File: src/rtl/mprj_io_cfg_loader.sv
// Serial configuration sequencer: fetches one word per mprj_io pad and shifts it into the two GPIO control chains.
// Optional feature: define MPRJ_CFG_LOADER_AUTOSTART_EN to run one load sequence automatically after reset.
module mprj_io_cfg_loader #(
  parameter int NUM_PADS = 38,
  parameter int CFG_BITS = 13,
  parameter int CLK_DIV  = 2
) (
  input  logic                        clock,
  input  logic                        resetb,
  input  logic                        start,
  output logic                        busy,
  output logic                        done,
  output logic [$clog2(NUM_PADS)-1:0] cfg_addr1,
  output logic [$clog2(NUM_PADS)-1:0] cfg_addr2,
  input  logic [CFG_BITS-1:0]         cfg_data1,
  input  logic [CFG_BITS-1:0]         cfg_data2,
  output logic                        serial_clock,
  output logic                        serial_load,
  output logic                        serial_resetn,
  output logic                        serial_data_1,
  output logic                        serial_data_2
);

  localparam int HALF   = NUM_PADS / 2;
  localparam int ADDR_W = $clog2(NUM_PADS);
  localparam int DIV_W  = (CLK_DIV > 1) ? $clog2(CLK_DIV) : 1;
  localparam int BIT_W  = (CFG_BITS > 1) ? $clog2(CFG_BITS) : 1;
  localparam int K_W    = (HALF > 1) ? $clog2(HALF) : 1;

  localparam logic [DIV_W-1:0] DIV_LAST = DIV_W'(CLK_DIV - 1);
  localparam logic [BIT_W-1:0] BIT_LAST = BIT_W'(CFG_BITS - 1);
  localparam logic [K_W-1:0]   K_LAST   = K_W'(HALF - 1);

  typedef enum logic [2:0] {
    IDLE,
    FETCH,
    SHIFT,
    LOAD,
    DONE
  } state_t;

  state_t              state;
  state_t              state_next;
  logic [DIV_W-1:0]    div_cnt;
  logic                phase;
  logic [BIT_W-1:0]    bit_cnt;
  logic [K_W-1:0]      word_cnt;
  logic                fetch_cnt;
  logic [CFG_BITS-1:0] shift1;
  logic [CFG_BITS-1:0] shift2;
  logic                auto_pending;
  logic                go;
  logic                period_end;

`ifdef MPRJ_CFG_LOADER_AUTOSTART_EN
  // Armed by reset, consumed by the first IDLE cycle after release.
  always_ff @(posedge clock) begin
    if (!resetb) begin
      auto_pending <= 1'b1;
    end else if (state == IDLE) begin
      auto_pending <= 1'b0;
    end
  end
`else
  assign auto_pending = 1'b0;
`endif

  assign go         = start | auto_pending;
  assign period_end = (div_cnt == DIV_LAST) && phase;

  always_ff @(posedge clock) begin
    if (!resetb) begin
      state         <= IDLE;
      serial_resetn <= 1'b0;
    end else begin
      state         <= state_next;
      serial_resetn <= 1'b1;
    end
  end

  always_comb begin
    state_next    = state;
    busy          = 1'b1;
    done          = 1'b0;
    serial_clock  = 1'b0;
    serial_load   = 1'b0;
    serial_data_1 = 1'b0;
    serial_data_2 = 1'b0;
    cfg_addr1     = '0;
    cfg_addr2     = '0;
    case (state)
      IDLE: begin
        busy = 1'b0;
        if (go) state_next = FETCH;
      end
      FETCH: begin
        // Farthest block of each chain is fetched first.
        cfg_addr1 = ADDR_W'(HALF - 1) - ADDR_W'(word_cnt);
        cfg_addr2 = ADDR_W'(HALF) + ADDR_W'(word_cnt);
        if (fetch_cnt) state_next = SHIFT;
      end
      SHIFT: begin
        serial_clock  = phase;
        serial_data_1 = shift1[CFG_BITS-1];
        serial_data_2 = shift2[CFG_BITS-1];
        if (period_end && (bit_cnt == BIT_LAST)) begin
          state_next = (word_cnt == K_LAST) ? LOAD : FETCH;
        end
      end
      LOAD: begin
        serial_load = phase;
        if (period_end) state_next = DONE;
      end
      DONE: begin
        done       = 1'b1;
        state_next = IDLE;
      end
      default: state_next = IDLE;
    endcase
  end

  always_ff @(posedge clock) begin
    if (!resetb) begin
      div_cnt   <= '0;
      phase     <= 1'b0;
      bit_cnt   <= '0;
      word_cnt  <= '0;
      fetch_cnt <= 1'b0;
      shift1    <= '0;
      shift2    <= '0;
    end else begin
      case (state)
        IDLE: begin
          div_cnt   <= '0;
          phase     <= 1'b0;
          bit_cnt   <= '0;
          word_cnt  <= '0;
          fetch_cnt <= 1'b0;
        end
        FETCH: begin
          if (!fetch_cnt) begin
            fetch_cnt <= 1'b1;
          end else begin
            fetch_cnt <= 1'b0;
            shift1    <= cfg_data1;
            shift2    <= cfg_data2;
          end
        end
        SHIFT, LOAD: begin
          if (div_cnt == DIV_LAST) begin
            div_cnt <= '0;
            phase   <= ~phase;
          end else begin
            div_cnt <= div_cnt + 1'b1;
          end
          // Advance to the next bit only once the high phase has finished.
          if ((state == SHIFT) && period_end) begin
            shift1 <= {shift1[CFG_BITS-2:0], 1'b0};
            shift2 <= {shift2[CFG_BITS-2:0], 1'b0};
            if (bit_cnt == BIT_LAST) begin
              bit_cnt  <= '0;
              word_cnt <= word_cnt + 1'b1;
            end else begin
              bit_cnt <= bit_cnt + 1'b1;
            end
          end
        end
        default: ;
      endcase
    end
  end

endmodule

File: config.mk
export PLATFORM = sky130hd
export DESIGN_NAME = mprj_io_cfg_loader
export DESIGN_NICKNAME = d
export VERILOG_FILES = /design/src/rtl/mprj_io_cfg_loader.sv
export SDC_FILE = /design/constraint.sdc
export NUM_CORES = 1
export LEC_CHECK = 0
export BUFFER_PORTS_ARGS = -buffer_cell sky130_fd_sc_hd__buf_4
export CELL_PAD_IN_SITES_DETAIL_PLACEMENT = 2
export CELL_PAD_IN_SITES_GLOBAL_PLACEMENT = 2
export CORE_ASPECT_RATIO = 0.8
export CORE_MARGIN = 2
export CORE_UTILIZATION = 28
export DETAILED_ROUTE_END_ITERATION = 8
export GPL_TIMING_DRIVEN = 0
export PLACE_DENSITY_LB_ADDON = 0.12
export SETUP_SLACK_MARGIN = 0.3
export SYNTH_ARGS = -nofsm -noshare
export SYNTH_HDL_FRONTEND = slang
export SYNTH_SLANG_ARGS = --single-unit
File: constraint.sdc
create_clock -name clock -period 1.3 [get_ports clock]
set_input_delay 0.13 -clock clock [delete_from_list [all_inputs] [get_ports clock]]
set_output_delay 0.13 -clock clock [all_outputs]
set_load 0.01 [all_outputs]
==> reports/metrics.yaml <==
status:
  status: "finished with violations"
  violations: "setup timing"
detailed_routing:
  drt_iter0_drc: 82
  wl_um: 10860
  viasPerCell: 5.183
  routedWlPerCell_um: 22.34
  drtPass1Iterations: 4
  remaining_drc_errors: 0
  vias: 2519
  ant_nets: 0
flow_run:
  max_cap_viol_count: 0
floorplanning:
  fp.dieArea_um2: 8856
  ios: 48
  dieWidth_um: 104.7
  fp.dieH_um: 84.57
  fp-row-count: 29
  core-area_um2: 7910
  initial_core_util_pct: 28.73
sta:
  slew_headroom_pct: 59.22
  rsz0062_at_grt: "true"
  fin_tns_setup_ns: -15.07
  max_freq_mhz: 594.3
  setup_ws_ns: -0.3827
  timing.final.crit_share_pct: 129.4
  period_minus_slack_ns: 1.683
  maxSlewViolCount: 0
  hold_viol_final: 0
  worst_slew_pin_slew_ns: 0.6117
  finClkSkew_ns: 0.008639
  setup_violations: 56
clock_tree:
  numClockSinks: 42
  clockRootBuffer: "clkbuf_8"
  htree_levels: 2
  clk_pin_slew_worst_paths_ns: 0.09
  cts_made_buffers: 5
  insertion_delay_ns: 0.32
  cts_tree: "done"
  cts_buffer_depth: 2
setup_path:
  path_class: "flop to output port"
  cp_data_required_time_ns: 1.17
  regToRegSetupSlack_ns: -0.36
  crit_path_end_kind: "output port"
  critPathLaunch: "state[0]$_SDFFE_PN0P_"
  r2r_end: "word_cnt[4]$_SDFFE_PN0P_"
  worstSetupStartpointType: "flop"
  cp_max_fo: 5
  reg2regPathDepth: 6
  arrival_ns: 1.55
  reg2reg_from: "state[0]$_SDFFE_PN0P_"
worst_hold_path:
  holdPathEnd: "shift2[0]$_SDFFE_PN0P_"
  hold_path_startpoint: "cfg_data2[0]"
  whs_path_depth: 3
  hp-class: "input port to flop"
grt:
  grt_max_degree: 13
  antenna_found_initial: 0
  grt_usage_pct: 21.37
  grt_pass1_wl_um: 14790
  grt_remaining_overflow: 0
  grt_pass1_vias: 2614
cells_and_area:
  finish.utilization_pct: 49.40
  syn2layout_area_growth_pct: 71.97
  final_layout_size_suffix_gt1_share_pct: 52.65
  final_cell_area_um2: 3908
  antenna_cells: 0
  nets: 412
place:
  placed_cell_area_um2: 2820
  place_ws_ns: -0.2736
  numPortBuffers: 47
  place.gp.congestion: 0.7473
  dp_hpwl_um: 5156
yosys:
  synth_seq_area_share_pct: 37.00
  async_flop_share_pct: 0
  synth_area_um2: 2272
  ys_seq_elements: 42
  yosysMostFrequentCell: "nand2_1"
  yosysTopAreaCellShare_pct: 37.00
  synth_edf_count: 0
  netlist_top_cells_count: "nand2_1, dfxtp_1, nand3_1, o211a_1, nor2_1"
  yosysUniqueCellTypes: 45
  synthTopCellsByArea: "dfxtp_1, o211a_1, nand2_1"
  avgSynthCellArea_um2: 8.115
  synth_flop_cell: "dfxtp_1"
  syn_inst: 280
  synth_top_cell_by_area: "dfxtp_1"
  syn_nets: 315
  ys_warn_count: 0
power_and_ir_drop:
  p_leak_nw: 1.801
  power_density_nw_per_um2: 1622
  max-vdd-ir-drop_uv: 869.0
cells by family (layout without fill, tap and decap cells):
group                      Yosys count  in the layout  synth area share, %
AOI/OAI and AO/OA                   57             57                20.87
muxes                                1              1               0.4405
buffers and inverters               31            129                6.167
xor gates and xnor gates             9              9                3.469
adders and majority gates            6              6                3.304
and+or+nand+nor                    134            134                28.75
DFF                                 42             42                37.00
where the power goes:
group | switching (mW) | total [mW] | internal (mW)
Sequential | 0.164 | 1.61 | 1.45
Clock | 0.516 | 0.946 | 0.430
Combinational | 1.83 | 3.78 | 1.95
per-stage QoR:
| step | std cells | hold WS (ns) | power (mW) |
|---|---|---|---|
| 4_1_cts | 478 | 0.09069 | 5.752 |
| 3_3_place_gp | 435 | 0.3047 | 3.426 |
| 5_1_grt | 486 | 0.09052 | 6.629 |
| 2_1_floorplan | 280 | 0.1577 | 2.793 |
| 6_report | 486 | 0.09311 | 6.337 |
| 3_5_place_dp | 435 | 0.3041 | 3.484 |
registers in the layout (all words and copies together) (netlist names):
register       cells
bit_cnt            4
div_cnt            1
fetch_cnt          1
phase              1
serial_resetn      1
shift1            13
shift2            13
state              3
word_cnt           5
layout by cell type, fill, tap and decap left out, types with 6 or more instances in the layout:
cell      count
buf_4        60
nand2_1      55
dfxtp_1      33
buf_6        26
nand3_2      25
o211a_1      24
nor2_1       15
buf_8        10
inv_1         8
xnor2_1       8
dfxtp_4       7
clkbuf_8      6
worst max-delay path, cell delays in order (launching register included):
cell and delay [ns]:
dfxtp_4 0.38, buf_6 0.11, nor2b_4 0.19, nand2b_4 0.10, clkbuf_4 0.19, nor2_1 0.14, buf_4 0.14
cell type report:
class / instances / area, um2
Multi-Input combinational cell: 207 / 1688
Clock buffer: 7 / 86.33
Sequential cell: 42 / 869.6
Fill cell: 878 / 4003
Clock inverter: 1 / 5.005
Buffer: 22 / 229.0
Timing Repair Buffer: 90 / 857.1
Tap cell: 108 / 135.1
Inverter: 9 / 37.54
how the worst max path moves through the flow:
stage	slack [ns]	to	cells after the start
3_5_place_dp	-0.27	shift2[0]$_SDFFE_PN0P_	6
5_1_grt	-0.44	word_cnt[4]$_SDFFE_PN0P_	8
2_1_floorplan	0.03	word_cnt[4]$_SDFFE_PN0P_	4
6_report	-0.38	cfg_addr2[2]	6
4_1_cts	-0.30	cfg_addr2[1]	7
3_3_place_gp	-0.25	shift2[8]$_SDFFE_PN0P_	6
per-layer routing:
layer	track usage (%)	wire length (um)	up-vias
li1	-	-	1168
met1	29.28	4939	1288
met2	35.77	5543	54
met3	4.348	296	9
met4	2.909	78	0
met5	0	0	-
timing repair:
item,4_1_cts,5_1_grt
setup buffers,29,8
endpoints found under the hold margin,1,0
hold buffers,1,0
endpoints found under the setup margin,58,59
pin swaps,17,16
gates resized for setup,115,41
gates cloned,5,0
Power figures use the tool's default switching activity.
